===== config.mk =====
export PLATFORM = sky130hd
export DESIGN_NAME = uart_tx_fifo
export DESIGN_NICKNAME = d
export VERILOG_FILES = /design/src/rtl/uart_tx_fifo_pkg.sv /design/src/rtl/uart_tx_fifo_sync_fifo.sv /design/src/rtl/uart_tx_fifo.sv
export SDC_FILE = /design/constraint.sdc
export NUM_CORES = 1
export LEC_CHECK = 0
export CORE_ASPECT_RATIO = 0.5
export CORE_MARGIN = 10
export CORE_UTILIZATION = 37
export CTS_CLUSTER_DIAMETER = 120
export CTS_CLUSTER_SIZE = 40
export DETAILED_ROUTE_END_ITERATION = 6
export PLACE_DENSITY = 0.57
export RECOVER_POWER = 50
export SLEW_MARGIN = 15
export SYNTH_ARGS = -nofsm -noshare
export SYNTH_HDL_FRONTEND = slang
export SYNTH_HIERARCHICAL = 1
export SYNTH_SLANG_ARGS = --single-unit

===== constraint.sdc =====
create_clock -name clk -period 5.2 [get_ports clk]
set_clock_uncertainty 0.15 [all_clocks]
set_input_delay 1.04 -clock clk [delete_from_list [all_inputs] [get_ports clk]]
set_output_delay 1.04 -clock clk [all_outputs]
set_load 0.02 [all_outputs]

===== src/rtl/uart_tx_fifo_pkg.sv =====
// ============================================================================
//  Module  : uart_tx_fifo_pkg
//  Purpose : Shared widths, FIFO depth default and launch FSM encoding for the
//            UART transmit buffer.
//  Rev     : 1.0  initial release
// ============================================================================
`default_nettype none

package uart_tx_fifo_pkg;

   localparam int c_data_width = 8;
   localparam int c_depth      = 16;

   typedef enum logic [0:0] {
      IDLE      = 1'b0,
      WAIT_DONE = 1'b1
   } tx_state_t;

   // Occupancy after one edge; a same-edge push and pop cancel out.
   function automatic int level_next(input int level, input logic push, input logic pop);
      return level + (push ? 1 : 0) - (pop ? 1 : 0);
   endfunction

endpackage

`default_nettype wire


===== src/rtl/uart_tx_fifo_sync_fifo.sv =====
// ============================================================================
//  Module  : uart_tx_fifo_sync_fifo
//  Purpose : Synchronous FIFO with registered count/full/empty/overflow and a
//            combinational read port at the read pointer.
//  Rev     : 1.0  initial release
// ============================================================================
`default_nettype none

module uart_tx_fifo_sync_fifo
   import uart_tx_fifo_pkg::*;
#(
   parameter int DATA_WIDTH = c_data_width,
   parameter int DEPTH      = c_depth,
   parameter int ADDR_W     = $clog2(DEPTH)
) (
   input  logic                  clk,
   input  logic                  rst_n,
   input  logic                  wr_en,
   input  logic [DATA_WIDTH-1:0] wr_data,
   input  logic                  rd_en,
   output logic [DATA_WIDTH-1:0] rd_data,
   output logic                  full,
   output logic                  empty,
   output logic [ADDR_W:0]       count,
   output logic                  overflow
);

   localparam logic [ADDR_W:0] c_full_level = (ADDR_W+1)'(DEPTH);

   logic [DATA_WIDTH-1:0] r_mem [DEPTH];
   logic [ADDR_W-1:0]     r_wr_ptr;
   logic [ADDR_W-1:0]     r_rd_ptr;
   logic [ADDR_W:0]       r_count;
   logic                  r_full;
   logic                  r_empty;
   logic                  r_overflow;

   logic                  w_push;
   logic                  w_pop;
   logic [ADDR_W:0]       w_count_next;

   // A pop on the same edge frees the slot, so a write into a full FIFO is
   // still accepted when the reader drains one entry at that edge.
   assign w_pop        = rd_en && !r_empty;
   assign w_push       = wr_en && (!r_full || w_pop);
   assign w_count_next = (ADDR_W+1)'(level_next(int'(r_count), w_push, w_pop));

   always_ff @(posedge clk) begin
      if (w_push) begin
         r_mem[r_wr_ptr] <= wr_data;
      end
   end

   always_ff @(posedge clk or negedge rst_n) begin
      if (!rst_n) begin
         r_wr_ptr   <= '0;
         r_rd_ptr   <= '0;
         r_count    <= '0;
         r_full     <= 1'b0;
         r_empty    <= 1'b1;
         r_overflow <= 1'b0;
      end else begin
         if (w_push) begin
            r_wr_ptr <= r_wr_ptr + ADDR_W'(1);
         end
         if (w_pop) begin
            r_rd_ptr <= r_rd_ptr + ADDR_W'(1);
         end
         r_count    <= w_count_next;
         r_full     <= (w_count_next == c_full_level);
         r_empty    <= (w_count_next == '0);
         r_overflow <= wr_en && !w_push;
      end
   end

   assign rd_data  = r_mem[r_rd_ptr];
   assign full     = r_full;
   assign empty    = r_empty;
   assign count    = r_count;
   assign overflow = r_overflow;

endmodule

`default_nettype wire


===== src/rtl/uart_tx_fifo.sv =====
// ============================================================================
//  Module  : uart_tx_fifo
//  Purpose : Byte buffer feeding a UART transmitter; launches one byte per
//            frame and waits for the frame-done pulse before the next.
//  Rev     : 1.0  initial release
// ============================================================================
`default_nettype none

module uart_tx_fifo
   import uart_tx_fifo_pkg::*;
#(
   parameter int DATA_WIDTH = c_data_width,
   parameter int DEPTH      = c_depth,
   parameter int ADDR_W     = $clog2(DEPTH)
) (
   input  logic                  clk,
   input  logic                  rst_n,
   input  logic                  wr_en,
   input  logic [DATA_WIDTH-1:0] wr_data,
   output logic                  full,
   output logic                  empty,
   output logic [ADDR_W:0]       count,
   output logic                  overflow,
   output logic                  tx_start,
   output logic [DATA_WIDTH-1:0] tx_in,
   input  logic                  tx_dv
);

   tx_state_t             r_state;
   tx_state_t             w_state_next;
   logic                  r_tx_start;
   logic [DATA_WIDTH-1:0] r_tx_in;
   logic                  w_tx_start_next;
   logic [DATA_WIDTH-1:0] w_tx_in_next;
   logic                  w_pop;
   logic [DATA_WIDTH-1:0] w_rd_data;

   uart_tx_fifo_sync_fifo #(
      .DATA_WIDTH (DATA_WIDTH),
      .DEPTH      (DEPTH),
      .ADDR_W     (ADDR_W)
   ) u_fifo (
      .clk      (clk),
      .rst_n    (rst_n),
      .wr_en    (wr_en),
      .wr_data  (wr_data),
      .rd_en    (w_pop),
      .rd_data  (w_rd_data),
      .full     (full),
      .empty    (empty),
      .count    (count),
      .overflow (overflow)
   );

   always_ff @(posedge clk or negedge rst_n) begin
      if (!rst_n) begin
         r_state    <= IDLE;
         r_tx_start <= 1'b0;
         r_tx_in    <= '0;
      end else begin
         r_state    <= w_state_next;
         r_tx_start <= w_tx_start_next;
         r_tx_in    <= w_tx_in_next;
      end
   end

   // tx_dv is only meaningful while a frame is outstanding; IDLE ignores it.
   always_comb begin
      w_state_next    = r_state;
      w_pop           = 1'b0;
      w_tx_start_next = 1'b0;
      w_tx_in_next    = r_tx_in;
      case (r_state)
         IDLE: begin
            if (!empty) begin
               w_pop           = 1'b1;
               w_tx_start_next = 1'b1;
               w_tx_in_next    = w_rd_data;
               w_state_next    = WAIT_DONE;
            end
         end
         WAIT_DONE: begin
            if (tx_dv) begin
               w_state_next = IDLE;
            end
         end
         default: begin
            w_state_next = IDLE;
         end
      endcase
   end

   assign tx_start = r_tx_start;
   assign tx_in    = r_tx_in;

endmodule

`default_nettype wire


==> summary.txt <==
Power and ir drop
  • Reg power frac: 0.407
  • Net Sw Frac: 0.311
  • Sw Pwr: 1.34 mW
  • Clock power share: 0.300
  • Internal power: 2.96 mW
  • Leak: 2.53 nW
  • Pwr Total: 4.30 mW
  • Comb pwr share: 0.293
  • Peak VDD IR: 0.239 mV
  • Power Density: roughly 590 nW/µm²

Placed design
  • Gpl congestion: 0.768
  • Post-DP HPWL: ~7.9 mm
  • Post-DP Area: 6670 µm²
  • Dpl ws: roughly 1100 ps
  • Dpl cells: 563
  • Number of port buffers: 28

Finish
  • Ratio of cells with drive above 1 in the final layout: 0.185
  • ANT cells: 0
  • Layout overhead on the synthesized area: 18.1%
  • Fin util: 0.445
  • Final instance area: ~7300 µm²
  • Non-Filler Instances: 595
  • Final net count: 378
  • Most common cell after layout, fill and taps aside: edfxtp_1
  • Filler cell count: around 1,400
  • Commonest cells after routing, fill and taps aside: edfxtp_1 (128), dfrtp_1 (23), mux4_2 (19)

STA
  • Max transition margin: -0.0175
  • Least-Margin Pin Slew: 1530 ps
  • Final worst-path cycle share: 0.786
  • Slew Viols, Final: 27
  • Unrepaired setup endpoints after global routing: false
  • Hold Violations, Final: 0
  • Count of final setup violators: 0
  • Worst setup margin: 1110 ps
  • FMAX: 0.245 GHz
  • Hold slack: 335 ps
  • Min Tclk post-route: 4090 ps
  • Setup Total Neg Slack: 0 ps

CTS
  • CTS sink count: 154
  • Clock H-tree levels: 4
  • Num CTS Buffers: 17
  • Setup bufs post-CTS: 0
  • Worst skew pair latency: 410 ps
  • CTS tree: yes
  • Clock-pin slew on the worst setup and hold paths: 60 ps
  • Clk root buf: clkbuf_16
  • Hold-fix buffers, CTS: 0
  • Clock Path Buffers: 2
  • Post-CTS resize count: 0

Outcome
  • Outcome: complete, but fails checks
  • Failing checks: capacitance limit, slew limit

Detailed routing
  • Final ANT Viol Nets: 0
  • Via count: 3,045
  • Wire length per cell: 20.8 µm
  • DRC errors left: 0
  • Routed WL: 12.4 mm
  • Initial DRT Pass Iterations: 4
  • 1st-iter DRT viols: 210
  • Routed vias/inst: 5.12

Setup path
  • Crit. End Element: flop
  • Crit path DAT: 4290 ps
  • Critical path data required time: around 5400 ps
  • WS Path Type: reg -> reg
  • CP Launch Type: flop
  • Max Fanout on Critical Path: 10

Synthesis
  • Netlist cell types: 37
  • Synth Register Bits: 154
  • Synth Cell Area: 6170 µm²
  • Async SR Flop Fraction: 0.169
  • Syn Inst Count: 315
  • Syn_nets: between 300 and 400
  • Ys Warns: 6
  • Sequential share of the synthesized area: 0.729
  • Post-synth EDFFs: 128
  • Synth Flop Type: edfxtp_1
  • Avg Cell Area, Syn: ~20 µm²

Floorplanning
  • Cell Rows: 33
  • Initial Util: 0.377
  • Die H: about 110 µm
  • Die X: about 200 µm
  • Core area: roughly 16,000 µm²
  • Die area: around 23,000 µm²
  • Ports: 29

Worst hold path
  • Worst hold-check path type: reg -> reg

Global routing
  • Largest net degree at the start of global routing: 36
  • Initial antenna violation count: 0
  • GRT Total Usage: 0.112
  • Via count of the first global-routing pass: 3,288
  • First-pass GRT wire length: 19.2 mm
  • Remaining Overflow, GRT: 0

Run
  • Max_cap viols: 1
[sequential cells by signal, indices dropped and copies added, names as in the netlist]
signal and flops:
u_fifo/r_mem 128, u_fifo/count 5, u_fifo/full 1, tx_start 1, r_state 1, tx_in 8, u_fifo/r_wr_ptr 4, u_fifo/r_rd_ptr 4
u_fifo/empty 1, u_fifo/overflow 1
[area by class of cell]
type | instances | area [µm²] | share of cell area
clock buffer | 18 | 429 | 0.0589
inverter | 12 | 45.0 | 0.00619
sequential | 154 | 4500 | 0.618
multi-input combinational | 136 | 1510 | 0.207
tap | 227 | 284 | 0.0390
clock inverter | 14 | 196 | 0.0270
timing repair buffer | 34 | 322 | 0.0442
[metal layers]
metal  track usage  part of all wire  vias to the layer above
li1              -                 -                     1338
met1         0.141              0.44                     1613
met2         0.182              0.48                       81
met3        0.0309             0.057                       13
met4        0.0410             0.015                        0
met5             0                 0                        -
[synthesized netlist by cell type (3+ instances only)]
cell | n | area share
clkdlybuf4s25_2 | 3 | 0.0049
xnor2_1 | 8 | 0.011
mux4_2 | 19 | 0.069
mux4_1 | 13 | 0.055
ha_1 | 10 | 0.020
mux2_2 | 8 | 0.015
nor3_1 | 5 | 0.0041
dfrtp_1 | 25 | 0.10
edfxtp_1 | 128 | 0.62
inv_1 | 12 | 0.0073
nor2_1 | 14 | 0.0085
a22oi_1 | 16 | 0.019
buf_6 | 3 | 0.0055
nand2b_1 | 3 | 0.0030
nand2_1 | 18 | 0.011
[logic make-up after synthesis]
family          after synthesis  share of synthesized area
simple gates                 51                     0.0392
fa+ha+maj                    11                     0.0235
xor+xnor                      9                     0.0128
mux                          42                      0.143
flops                       154                      0.729
compound gates               23                     0.0274
buf+inv                      25                     0.0256
[path summary, 6_finish.rpt]
check / depth (start not counted) / end / start / slack [ps]
max: 13 / u_fifo/empty / r_state / 1110
min: 1 / r_state / r_state / 330
max reg2reg: 13 / u_fifo/empty / r_state / 1110
min reg2reg: 1 / r_state / r_state / 330
max in group asynchronous: 2 / u_fifo/r_rd_ptr[1] / rst_n / 2520
min in group asynchronous: 2 / u_fifo/count[2] / rst_n / 1390
[worst max-delay path: stages (launching register included)]
cell and delay (ps):
dfrtp_1 390, nor2_1 680, nand2b_1 340, a21boi_2 470, inv_1 90, ha_1 280, inv_1 60, ha_1 160
inv_1 60, fa_1 510, inv_1 80, nor4_1 360, mux2i_1 150, o21ba_2 250
[power by group through the flow]
| stage | Combinational, mW | Clock (mW) | Sequential (mW) |
|---|---|---|---|
| detailed placement | 1.26 | 0 | 1.78 |
| CTS | 1.27 | 1.32 | 1.76 |
| global placement | 1.22 | 0 | 1.76 |
| floorplan | 0.919 | 0 | 1.72 |
| finish | 1.26 | 1.29 | 1.75 |
| global route | 1.38 | 1.37 | 1.78 |
No activity file was read; power rests on OpenSTA's default activity.
==> edit: new RTL, config.mk and constraints unchanged <==
Reset style: synchronous (`rst_n`), changed in 2 clocked blocks.
--- a/src/rtl/uart_tx_fifo_sync_fifo.sv
+++ b/src/rtl/uart_tx_fifo_sync_fifo.sv
@@ -51,7 +51,7 @@
       end
    end
 
-   always_ff @(posedge clk or negedge rst_n) begin
+   always_ff @(posedge clk) begin
       if (!rst_n) begin
          r_wr_ptr   <= '0;
          r_rd_ptr   <= '0;
--- a/src/rtl/uart_tx_fifo.sv
+++ b/src/rtl/uart_tx_fifo.sv
@@ -52,7 +52,7 @@
       .overflow (overflow)
    );
 
-   always_ff @(posedge clk or negedge rst_n) begin
+   always_ff @(posedge clk) begin
       if (!rst_n) begin
          r_state    <= IDLE;
          r_tx_start <= 1'b0;
Behaviour: differs if rst_n is asserted again (counterexample within 4 cycles, from zero or initial values and one cycle with rst_n low); with rst_n held inactive, the same outputs for 10 cycles.
==> edit against the original RTL <==
The run still ends with max-capacitance violations, max-slew violations left. Design area rose by 0.70%. Core utilization decreased by 0.13 points. Sequential cell count increased by 4. Count of clock-buffer cells in the layout rose by 5. Sequential power shrank 10%. Setup slack better by 0.59 ns. Non-clock buffer count stayed put. Area after synthesis rose by 1.9%. Power shrank 18%. Routed wire length decreased by 1.0%. Combinational power decreased by 40%. Critical endpoint is now u_fifo/empty$_SDFF_PN1_. Largest power group unchanged.
==> edit: results (changes against the original RTL) <==
Power
  – Peak supply drop: 0.256 mV (was 0.239 mV)
  – P_leak: 0.00245 uW (was 0.00253 uW)
  – Seq pwr share: 44.5% (was 40.7%)
  – Int Pwr: 2560 uW (was 2960 uW)
  – Clock share of power: 34.2% (was 30.0%)

Global routing
  – GRT met1 Usage: 15.6% (was 14.1%)
  – Total track usage: 11.3% (was 11.2%)
  – Number of global-route vias before repair: 3231 (was 3288)
  – First-pass GRT wire length: 19.4 mm (was 19.2 mm)
  – Routing usage on met3: 3.36% (was 3.09%)

Logic synthesis
  – Compound-gate portion of the synthesized area: 4.66% (was 2.74%)
  – Post-synthesis register bit count: 158 (was 154)
  – Post-synthesis adder-cell area fraction: 2.31% (was 2.35%)
  – Sequential area share after synthesis: 70.7% (was 72.9%)
  – Top post-synthesis cells by count: edfxtp_1 (128), dfxtp_1 (30), nand2_1 (24) (was edfxtp_1 (128), dfrtp_1 (25), mux4_2 (19))
  – FFs w/ async S/R, synth: 0% (was 16.9%)
  – Syn_nets: 378 (was 338)

Setup path
  – CP Data Arrival Time: 3.67 ns (was 4.29 ns)
  – Crit path to: u_fifo/empty$_SDFF_PN1_ (was u_fifo/empty$_DFF_PN1_)
  – Worst R2R Start: u_fifo/empty$_SDFF_PN1_ (was r_state$_DFF_PN0_)
  – Largest fanout on the critical path: 11 (was 10)

STA
  – Slew headroom: -2.57% (was -1.75%)
  – Final period utilization: 67.4% (was 78.6%)
  – Fin. max-slew vios: 25 (was 27)

Drt
  – Metal2 WL: 5.42 mm (was 5.99 mm)
  – WL per Instance: 19.4 um (was 20.8 um)
  – Routed length on met1: 5.96 mm (was 5.48 mm)

Outcome
  – Violated checks: max-capacitance violations, max-slew violations (unchanged)
  – Status: complete, but fails checks (unchanged)

Cells and area
  – Multi-input combinational area share: 22.5% (was 20.7%)
  – Seq/total area: 60.6% (was 61.8%)
  – Share of cells above drive strength 1: 14.4% (was 18.5%)
  – Filler instances: 1464 (was 1414)
  – Buffer share of cell area: 4.35% (was 4.42%)
  – # nets final: 413 (was 378)
  – Multi-input combinational gate total: 167 (was 136)
  – Clock buf/inv share: 8.00% (was 8.59%)

Place
  – Hpwl dp: 7.84 mm (was 7.90 mm)
  – Pre-CTS setup slack: 1.26 ns (was 1.11 ns)

Flow run
  – Number of max-cap violations: 1 (unchanged)
-- edit: worst min-delay path by stage --
stage	startpoint	end	cells after the start
after floorplan	u_fifo/r_rd_ptr[1]$_SDFFE_PN0P_	flop	2
after CTS	tx_in[6]$_SDFFE_PN0P_	tx_in[6]$_SDFFE_PN0P_	2
after detailed placement	tx_in[6]$_SDFFE_PN0P_	tx_in[6]$_SDFFE_PN0P_	2
after global placement	tx_in[6]$_SDFFE_PN0P_	tx_in[6]$_SDFFE_PN0P_	2
after global routing	tx_in[1]$_SDFFE_PN0P_	tx_in[1]$_SDFFE_PN0P_	2
final	tx_in[6]$_SDFFE_PN0P_	tx_in[6]$_SDFFE_PN0P_	2
-- edit: critical path: stages (launching register included) --
cell      delay (ns)
dfxtp_1         0.55
or2_0           0.51
inv_2           0.06
nand2b_1        0.20
inv_1           0.19
ha_1            0.33
inv_1           0.06
ha_1            0.15
inv_1           0.06
fa_1            0.40
nand2b_1        0.16
a21oi_1         0.15
xnor2_1         0.11
o41ai_1         0.30
-- edit: logic make-up (layout without fill, tap and decap cells) --
kind of cell / Yosys count / in the layout
AND/OR/NAND/NOR: 72 / 72
buffers and inverters: 30 / 78
multiplexers: 33 / 33
flip-flops: 158 / 158
XOR/XNOR: 10 / 10
AO/OA/AOI/OAI: 41 / 41
adder cells (fa/ha/maj): 11 / 11
-- edit: stage by stage --
step / cell area (um^2) / power [uW] / std cells / utilization (%)
floorplan: 6280 / 2130 / 355 / -
global placement: 6760 / 2370 / 598 / 40.9
detailed placement: 6760 / 2370 / 598 / 40.9
CTS: 7340 / 3580 / 630 / 44.5
global route: 7330 / 3710 / 630 / 44.4
finish: 7330 / 3530 / 630 / 44.4
